$ cat src/rtl/rf_write_queue_pkg.sv
// Shared register-file definitions for the write-side queue: architectural
// register-address and data widths, the hard-wired zero register, and the
// writeback entry layout.
package rf_write_queue_pkg;

  localparam int REG_AW = 5;
  localparam int XLEN   = 32;

  localparam logic [REG_AW-1:0] REG_ZERO = 5'd0;

  typedef struct packed {
    logic [REG_AW-1:0] rd;
    logic [XLEN-1:0]   data;
  } wb_entry_t;

endpackage

$ cat src/rtl/rf_write_queue_fwd_match.sv
// Youngest-match search over the queued writeback entries. Walks the slots
// from oldest to youngest relative to the write pointer, so the last match
// seen is the one nearest the write pointer. Register zero never hits.
module rf_fwd_match #(
  parameter int DEPTH = 4,
  parameter int AW    = 5,
  parameter int DW    = 32,
  parameter int PW    = $clog2(DEPTH)
) (
  input  logic [DEPTH-1:0]         valid_i,
  input  logic [DEPTH-1:0][AW-1:0] rd_i,
  input  logic [DEPTH-1:0][DW-1:0] data_i,
  input  logic [PW-1:0]            wr_ptr_i,
  input  logic [AW-1:0]            addr_i,
  output logic                     hit_o,
  output logic [DW-1:0]            data_o
);

  logic [PW-1:0] idx;

  // Oldest-to-youngest scan; later matches override earlier ones.
  always_comb begin
    hit_o  = 1'b0;
    data_o = '0;
    idx    = '0;
    for (int k = DEPTH; k >= 1; k--) begin
      idx = wr_ptr_i - PW'(k);
      if (valid_i[idx] && (rd_i[idx] == addr_i) && (addr_i != '0)) begin
        hit_o  = 1'b1;
        data_o = data_i[idx];
      end
    end
  end

endmodule

$ cat src/rtl/rf_write_queue.sv
// Write-side front end of the register file. Merges load-path and
// execute-path writebacks into an in-order queue, drains one entry per cycle
// into the file's single write port, and exposes forwarding hits for rs1/rs2
// against entries that are queued but not yet written.
module rf_write_queue
  import rf_write_queue_pkg::*;
#(
  parameter int DEPTH = 4,
  parameter int AW    = REG_AW,
  parameter int DW    = XLEN
) (
  input  logic          clk,
  input  logic          rst,
  input  logic          ld_valid,
  input  logic [AW-1:0] ld_rd,
  input  logic [DW-1:0] ld_data,
  output logic          ld_ready,
  input  logic          ex_valid,
  input  logic [AW-1:0] ex_rd,
  input  logic [DW-1:0] ex_data,
  output logic          ex_ready,
  output logic          rf_wren,
  output logic [AW-1:0] rf_waddr,
  output logic [DW-1:0] rf_wdata,
  input  logic [AW-1:0] chk_addr1,
  input  logic [AW-1:0] chk_addr2,
  output logic          chk_hit1,
  output logic          chk_hit2,
  output logic [DW-1:0] chk_data1,
  output logic [DW-1:0] chk_data2,
  output logic          full,
  output logic          empty
);

  localparam int PW = $clog2(DEPTH);
  localparam int CW = $clog2(DEPTH) + 1;

  localparam logic [CW-1:0] DEPTH_C    = CW'(DEPTH);
  localparam logic [CW-1:0] DEPTH_M2_C = CW'(DEPTH - 2);

  logic [PW-1:0]            rd_ptr_q, rd_ptr_d;
  logic [PW-1:0]            wr_ptr_q, wr_ptr_d;
  logic [CW-1:0]            count_q, count_d;
  logic [DEPTH-1:0]         valid_q, valid_d;
  logic [DEPTH-1:0][AW-1:0] rd_q;
  logic [DEPTH-1:0][DW-1:0] data_q;

  logic          ld_enq, ex_enq, pop;
  logic [PW-1:0] ex_slot;

  // Readiness looks only at the registered count: a same-cycle pop never
  // frees a slot for a same-cycle push, and when both paths request the
  // execute entry needs room behind the load entry.
  assign ld_ready = (count_q != DEPTH_C);
  assign ex_ready = ld_valid ? (count_q <= DEPTH_M2_C) : (count_q != DEPTH_C);

  // Writes to register zero complete the handshake but are dropped here.
  assign ld_enq  = ld_valid && ld_ready && (ld_rd != AW'(REG_ZERO));
  assign ex_enq  = ex_valid && ex_ready && (ex_rd != AW'(REG_ZERO));
  assign ex_slot = wr_ptr_q + PW'(ld_enq);

  assign empty = (count_q == '0);
  assign full  = (count_q == DEPTH_C);
  assign pop   = !empty;

  assign rf_wren  = !empty;
  assign rf_waddr = rd_q[rd_ptr_q];
  assign rf_wdata = data_q[rd_ptr_q];

  assign rd_ptr_d = rd_ptr_q + PW'(pop);
  assign wr_ptr_d = wr_ptr_q + PW'(ld_enq) + PW'(ex_enq);
  assign count_d  = count_q + CW'(ld_enq) + CW'(ex_enq) - CW'(pop);

  // Per-slot valid bits: clear the popped head, set the slots being filled.
  always_comb begin
    valid_d = valid_q;
    if (pop)    valid_d[rd_ptr_q] = 1'b0;
    if (ld_enq) valid_d[wr_ptr_q] = 1'b1;
    if (ex_enq) valid_d[ex_slot]  = 1'b1;
  end

  // Queue control state; reset discards every queued entry.
  always_ff @(posedge clk or negedge rst) begin
    if (!rst) begin
      rd_ptr_q <= '0;
      wr_ptr_q <= '0;
      count_q  <= '0;
      valid_q  <= '0;
    end else begin
      rd_ptr_q <= rd_ptr_d;
      wr_ptr_q <= wr_ptr_d;
      count_q  <= count_d;
      valid_q  <= valid_d;
    end
  end

  // Entry payload storage; the load entry lands first, execute behind it.
  always_ff @(posedge clk) begin
    if (ld_enq) begin
      rd_q[wr_ptr_q]   <= ld_rd;
      data_q[wr_ptr_q] <= ld_data;
    end
    if (ex_enq) begin
      rd_q[ex_slot]   <= ex_rd;
      data_q[ex_slot] <= ex_data;
    end
  end

  rf_fwd_match #(
    .DEPTH (DEPTH),
    .AW    (AW),
    .DW    (DW),
    .PW    (PW)
  ) u_fwd_rs1 (
    .valid_i  (valid_q),
    .rd_i     (rd_q),
    .data_i   (data_q),
    .wr_ptr_i (wr_ptr_q),
    .addr_i   (chk_addr1),
    .hit_o    (chk_hit1),
    .data_o   (chk_data1)
  );

  rf_fwd_match #(
    .DEPTH (DEPTH),
    .AW    (AW),
    .DW    (DW),
    .PW    (PW)
  ) u_fwd_rs2 (
    .valid_i  (valid_q),
    .rd_i     (rd_q),
    .data_i   (data_q),
    .wr_ptr_i (wr_ptr_q),
    .addr_i   (chk_addr2),
    .hit_o    (chk_hit2),
    .data_o   (chk_data2)
  );

endmodule

$ cat config.mk
export PLATFORM = sky130hd
export DESIGN_NAME = rf_write_queue
export DESIGN_NICKNAME = d
export VERILOG_FILES = /design/src/rtl/rf_write_queue_pkg.sv /design/src/rtl/rf_write_queue_fwd_match.sv /design/src/rtl/rf_write_queue.sv
export SDC_FILE = /design/constraint.sdc
export NUM_CORES = 1
export LEC_CHECK = 0
export ABC_CLOCK_PERIOD_IN_PS = 4300
export CAP_MARGIN = 5
export CORE_MARGIN = 4
export CORE_UTILIZATION = 49
export CTS_CLUSTER_DIAMETER = 200
export DETAILED_ROUTE_END_ITERATION = 6
export GPL_TIMING_DRIVEN = 0
export PLACE_DENSITY = 0.76
export SYNTH_ARGS = -nofsm -noshare
export SYNTH_HDL_FRONTEND = slang
export SYNTH_SLANG_ARGS = --single-unit
$ cat constraint.sdc
create_clock -name clk -period 4.3 [get_ports clk]
set_input_delay 0.43 -clock clk [delete_from_list [all_inputs] [get_ports clk]]
set_output_delay 0.43 -clock clk [all_outputs]
set_load 0.05 [all_outputs]
Word-level counts from Yosys, hierarchy flattened
Index checks and enable logic that the tools add are counted.
{"block": "word_totals", "elab_cells": 144, "out_inout_bits": 108, "regBits": 159, "in_bits": 88}
{"block": "op_classes", "n_eq_ne": 10, "n_addsub": 9, "bitwise": 4, "n_reduce_logical": 29, "order_cmp": 10, "mux": 70}
{"operator": "32-bit 2-to-1 mux", "n": 15}
{"operator": "32-bit binary-select mux with 2-bit select", "n": 5}
{"operator": "128-bit bitwise mux", "n": 2}
{"operator": "128-bit 2-to-1 mux", "n": 2}
{"operator": "32-bit demux with 2-bit select", "n": 2}
{"operator": "5-bit binary-select mux with 2-bit select", "n": 5}
{"operator": "20-bit bitwise mux", "n": 2}
{"operator": "5-bit == test", "n": 8}
{"operator": "20-bit 2-to-1 mux", "n": 2}
{"operator": "5-bit 2-to-1 mux", "n": 7}
{"operator": "1-bit logical AND", "n": 23}
{"operator": "5-bit demux with 2-bit select", "n": 2}
{"operator": "5-bit nonzero test", "n": 4}
{"operator": "2-bit by 3-bit < comparator with 1-bit output, second input constant", "n": 6}
{"operator": "1-bit 2-to-1 mux", "n": 16}
{"operator": "4-bit 2-to-1 mux", "n": 3}
{"operator": "1-bit binary-select mux with 2-bit select", "n": 4}
{"operator": "4-bit OR", "n": 2}
{"operator": "2-bit by 1-bit adder with 2-bit output", "n": 3}
{"operator": "3-bit by 1-bit adder with 3-bit output", "n": 2}
{"operator": "1-bit demux with 2-bit select", "n": 3}
{"operator": "2-bit by 1-bit greater-or-equal comparator with 1-bit output, second input constant", "n": 3}
{"operator": "4-bit bitwise AND", "n": 1}
{"operator": "4-bit inverter", "n": 1}
{"operator": "other kinds (8)", "n": 9}

Logic depth before layout (Yosys ltp)
Gate-level depths: netlist of run 1.
{"block": "logic_depth", "depth_word": 11, "depth_mapped": 15, "ltp_nobuf": 10}

By module
A second synthesis of run 1 with hierarchy kept.
{"block": "unflattened", "hier_cells": 1900, "hier_area_um2": 18865.6}
{"module": "rf_fwd_match", "instances": 2, "seq_area_each_um2": 0.0, "area_per_inst_um2": 5387.7, "cells_per_inst": 654}
{"module": "rf_write_queue", "instances": 1, "seq_area_each_um2": 3238.1, "area_per_inst_um2": 8090.3, "cells_per_inst": 592}

Worst setup path after synthesis of run 1
Ideal clock, no wire load.
{"block": "synth_path", "kind": "register to output", "startpoint": "register wr_ptr_q[1]", "endpoint": "output chk_data2[30]", "slack_ns": -1.176, "arrival_ns": 5.046, "path_buffers": 6, "t_required_ns": 3.870, "stages_incl_launch_ff": 15, "cell_sequence": "dfrtp_1 > buf_2 > buf_1 > buf_2 > buf_1 > inv_1 > ha_1 > buf_4 > mux4_2 > xor2_1 > nor4_4 > a2111oi_4 > buf_2 > a221oi_1 > o31ai_1"}
{"block": "synth_via", "elab_chain_len": 9}
{"item": "start, declared", "line": "rf_write_queue.sv:42", "text": "logic [PW-1:0] wr_ptr_q, wr_ptr_d;"}
{"item": "start signal, assigned", "line": "rf_write_queue.sv:91", "text": "wr_ptr_q <= wr_ptr_d;"}
{"item": "2-bit subtractor / 5-bit binary-select mux with 2-bit select (equally long branches)", "line": "rf_write_queue_fwd_match.sv:27, rf_write_queue_fwd_match.sv:28"}
{"item": "5-bit binary-select mux with 2-bit select / 5-bit 2-to-1 mux (equally long branches)", "line": "rf_write_queue_fwd_match.sv:28", "text": "if (valid_i[idx] && (rd_i[idx] == addr_i) && (addr_i != '0)) begin"}
{"item": "5-bit 2-to-1 mux (implied by the code) / 5-bit == test (equally long branches)", "line": "rf_write_queue_fwd_match.sv:28"}
{"item": "5-bit == test / 1-bit logical AND (equally long branches)", "line": "rf_write_queue_fwd_match.sv:28"}
{"item": "1-bit logical AND", "line": "rf_write_queue_fwd_match.sv:28"}
{"item": "1-bit logical AND / 32-bit 2-to-1 mux (equally long branches)", "line": "rf_write_queue_fwd_match.sv:28"}
{"item": "32-bit 2-to-1 mux (2 in a row)", "line": "rf_write_queue_fwd_match.sv:28"}
{"item": "32-bit 2-to-1 mux *", "line": "rf_write_queue_fwd_match.sv:28"}
{"item": "end, declared", "line": "rf_write_queue.sv:30", "text": "output logic [DW-1:0] chk_data2,"}
Every way passes the cells marked *; elsewhere a longest branch is shown, timed or not. The select of a mux whose other input is x is not followed.

Final worst setup path of run 1
{"block": "layout_path", "startpoint": "register wr_ptr_q[0]", "endpoint": "output chk_data1[3]"}
{"block": "layout_via", "elab_chain_len": 9}
{"item": "2-bit subtractor / 5-bit binary-select mux with 2-bit select (equally long branches)", "line": "rf_write_queue_fwd_match.sv:27, rf_write_queue_fwd_match.sv:28"}
{"item": "5-bit binary-select mux with 2-bit select / 5-bit 2-to-1 mux (equally long branches)", "line": "rf_write_queue_fwd_match.sv:28"}
{"item": "5-bit 2-to-1 mux (implied by the code) / 5-bit == test (equally long branches)", "line": "rf_write_queue_fwd_match.sv:28"}
{"item": "5-bit == test / 1-bit logical AND (equally long branches)", "line": "rf_write_queue_fwd_match.sv:28"}
{"item": "1-bit logical AND", "line": "rf_write_queue_fwd_match.sv:28"}
{"item": "1-bit logical AND / 32-bit 2-to-1 mux (equally long branches)", "line": "rf_write_queue_fwd_match.sv:28"}
{"item": "32-bit 2-to-1 mux (2 in a row)", "line": "rf_write_queue_fwd_match.sv:28"}
{"item": "32-bit 2-to-1 mux *", "line": "rf_write_queue_fwd_match.sv:28"}
{"item": "end, declared", "line": "rf_write_queue.sv:29", "text": "output logic [DW-1:0] chk_data1,"}
Marks and branches as above.

==> results of run 1 <==
==> layer usage <==
metal	vias to the layer above	wire, µm
met2	1384	25300
met3	360	8440
met5	-	13
met1	6890	19700
li1	5844	-
met4	2	3840
==> cells by family (layout without fill, tap and decap cells) <==
group	after synthesis	count (layout)	synth area share
mux	375	375	0.432
simple gates	367	367	0.117
compound gates	264	264	0.126
buf+inv	177	431	0.0565
flops	159	159	0.230
xor+xnor	46	46	0.0286
fa+ha+maj	11	11	0.0103
==> worst paths after layout <==
kind	slack [ns]	start	depth (start not counted)	endpoint
setup / recovery	-0.17	wr_ptr_q[0]$_DFF_PN0_	10	chk_data1[3]
hold / removal	0.37	rst	1	count_q[2]$_DFF_PN0_
setup reg to reg	0.82	count_q[0]$_DFF_PN0_	9	data_q[124]$_DFF_P_
hold reg to reg	0.50	rd_ptr_q[0]$_DFF_PN0_	1	rd_ptr_q[0]$_DFF_PN0_
max in group asynchronous	3.49	rst	1	wr_ptr_q[0]$_DFF_PN0_
min in group clk	0.50	rd_ptr_q[0]$_DFF_PN0_	1	rd_ptr_q[0]$_DFF_PN0_
==> through the flow <==
step	util	worst slack, ns	cell area (µm²)	setup TNS (ns)
2_1_floorplan	-	-0.0120	14300	-0.0120
6_report	0.654	-0.167	18400	-0.668
3_3_place_gp	0.594	-1.24	16700	-68.00
3_5_place_dp	0.594	-1.26	16700	-69.66
5_1_grt	0.654	-0.134	18400	-2.12
4_1_cts	0.639	-0.157	17900	-4.55
==> cell usage in the layout (no fill, tap or decap), types with 51 or more instances in the layout <==
| cell | n |
|---|---|
| clkdlybuf4s50_1 | 119 |
| dfxtp_1 | 148 |
| nor2_1 | 182 |
| a21oi_1 | 155 |
| clkbuf_1 | 51 |
| mux2i_1 | 163 |
| nand2_1 | 83 |
| buf_4 | 62 |
| nand3_1 | 53 |
| mux4_2 | 183 |
==> cell type report <==
type / instances / area, µm²
well taps: 378 / 473
plain buffers: 140 / 891
multi-input cells: 1063 / 10700
inverters: 32 / 133
repair buffers: 227 / 2310
flip-flops and latches: 159 / 3240
clock buffers: 18 / 429
fillers: 2241 / 9710
clock inverters: 14 / 178
==> state kept, by name (all words and copies together), names as in the netlist <==
name,flops
valid_q,4
wr_ptr_q,2
rd_ptr_q,2
count_q,3
rd_q,20
data_q,128
==> repair_timing <==
item / 4_1_cts / 5_1_grt
endpoints found under the hold margin: 0 / 0
gates cloned: 5 / 1
gates resized for setup: 531 / 48
setup buffers: 16 / 20
pin swaps: 32 / 22
endpoints found under the setup margin: 66 / 66
==> worst reg2reg max path, delay by kind of cell, from the launching register on <==
family                   cells  cell delay (ns)
buffers and inverters        2             1.32
AND/OR/NAND/NOR              4             0.90
AO/OA/AOI/OAI                2             0.43
flip-flops                   1             0.40
adder cells (fa/ha/maj)      1             0.36
==> metrics.txt, run 1 <==
CTS clk-pin slew, worst paths about 0.070 ns; clock latency on the worst-skew pair between 0.4 and 0.5 ns; GP Congestion roughly 0.96; met3 Use GR 0.119; die height about 180 µm; IO Count between 150 and 200; vias per cell approximately 7.1; Worst Hold Class primary input to asynchronous set/reset pin; Die Width approximately 180 µm; vias in the first global route 14041; Post-Syn Area ~14000 µm²; DR vias about 14000; crit path capture type output pin; Routed WL per cell roughly 28 µm; Fin. Hold Viols 0; CTS tree built; Arr. time, crit path just over 4 ns; H-tree Lvls 4; crit path buf inv count 4; syn_area_per_cell 10.1 µm²; met1 usage in global routing 0.451; post-synthesis sequential area ratio 0.230; violated checks setup timing; EDFF count, synth 0; Tmin final 4.47 ns; core area around 28000 µm²; CP max-delay cell clkbuf_1; # clock sinks around 160; Yosys top cell area share 0.293; hold_buf cts 0; clock buffer depth 2; share of layout cells above drive strength 1 0.303; Syn Nets approximately 1500; MaxCap Viol Count 0; GR peak layer met2; Hold Slack about 0.37 ns; n_diodes 0; fin crit share 1.04; Crit Path Class flip-flop to output pin; Syn. warnings 0; cts bufs inserted 17; #FFs+latches synth 159; antenna viol nets, final 0; routed wire length about 57 mm; Synth Flop Type dfxtp_1; Cell variety after synth 46; Area contributors post-synth mux4_2 29%, dfxtp_1 21%, mux2i_1 12%, a21oi_1 5.5%, nor2_1 4.9%; CTS root buffer clkbuf_16; delay-heaviest family, CP buffers and inverters; Initial DRC Count 2562; drt first pass iters 6; final setup fails 16; die area ~32000 µm²; Final Max Slew Viols 0; total grt overflow 0; Cell Chain, Critical Path buf_4 -> mux4_2 -> xnor2_1 -> and3_1 -> clkbuf_1 -> clkbuf_1 -> nand3_1 -> mux2_2 -> o211ai_1 -> buf_4; unrepaired setup endpoints after global routing true; largest net degree at the start of global routing 17; Worst-Margin Slew ~1.2 ns; most common cell in the netlist mux4_2; Async S/R FF share, synth 0.0692; Total Routing Usage GR 0.352; net count reported at finish ~1700; initial antenna violation count 1; crit-path max cell delay approximately 0.65 ns; fmax around 0.22 GHz; commonest cells in the netlist 183 x mux4_2, 182 x nor2_1, 163 x mux2i_1; Critical Path Source Type flip-flop; Finished Layout Cells around 2000; Slew HR 0.209; largest area contributor in the netlist mux4_2; Post-route DRC 0; first-pass GRT wire length between 80 and 90 mm; area grow syn2layout 30.5%; clk_skew roughly 0.011 ns; final worst slack -0.167 ns; hpwl dp around 38 mm; Placed Cells 1962; GR Util met2 0.529; row count a little over 60; Worst EP required ~3.9 ns; status complete, but fails checks; Post-Syn Instances about 1400; Starting Density 0.501; port bufs around 190; worst-path maximum fanout 10
Power of run 1 is not shown: default switching activity piles up to over one toggle a cycle in this logic, so the estimate is an artifact.
==> inputs of run 2 (changes only) <==
- CAP_MARGIN: 5 -> default
==> results of run 2 <==
Final layout, timing and power as in run 1 (identical DEF).
Power of run 2 is left out for the same reason.
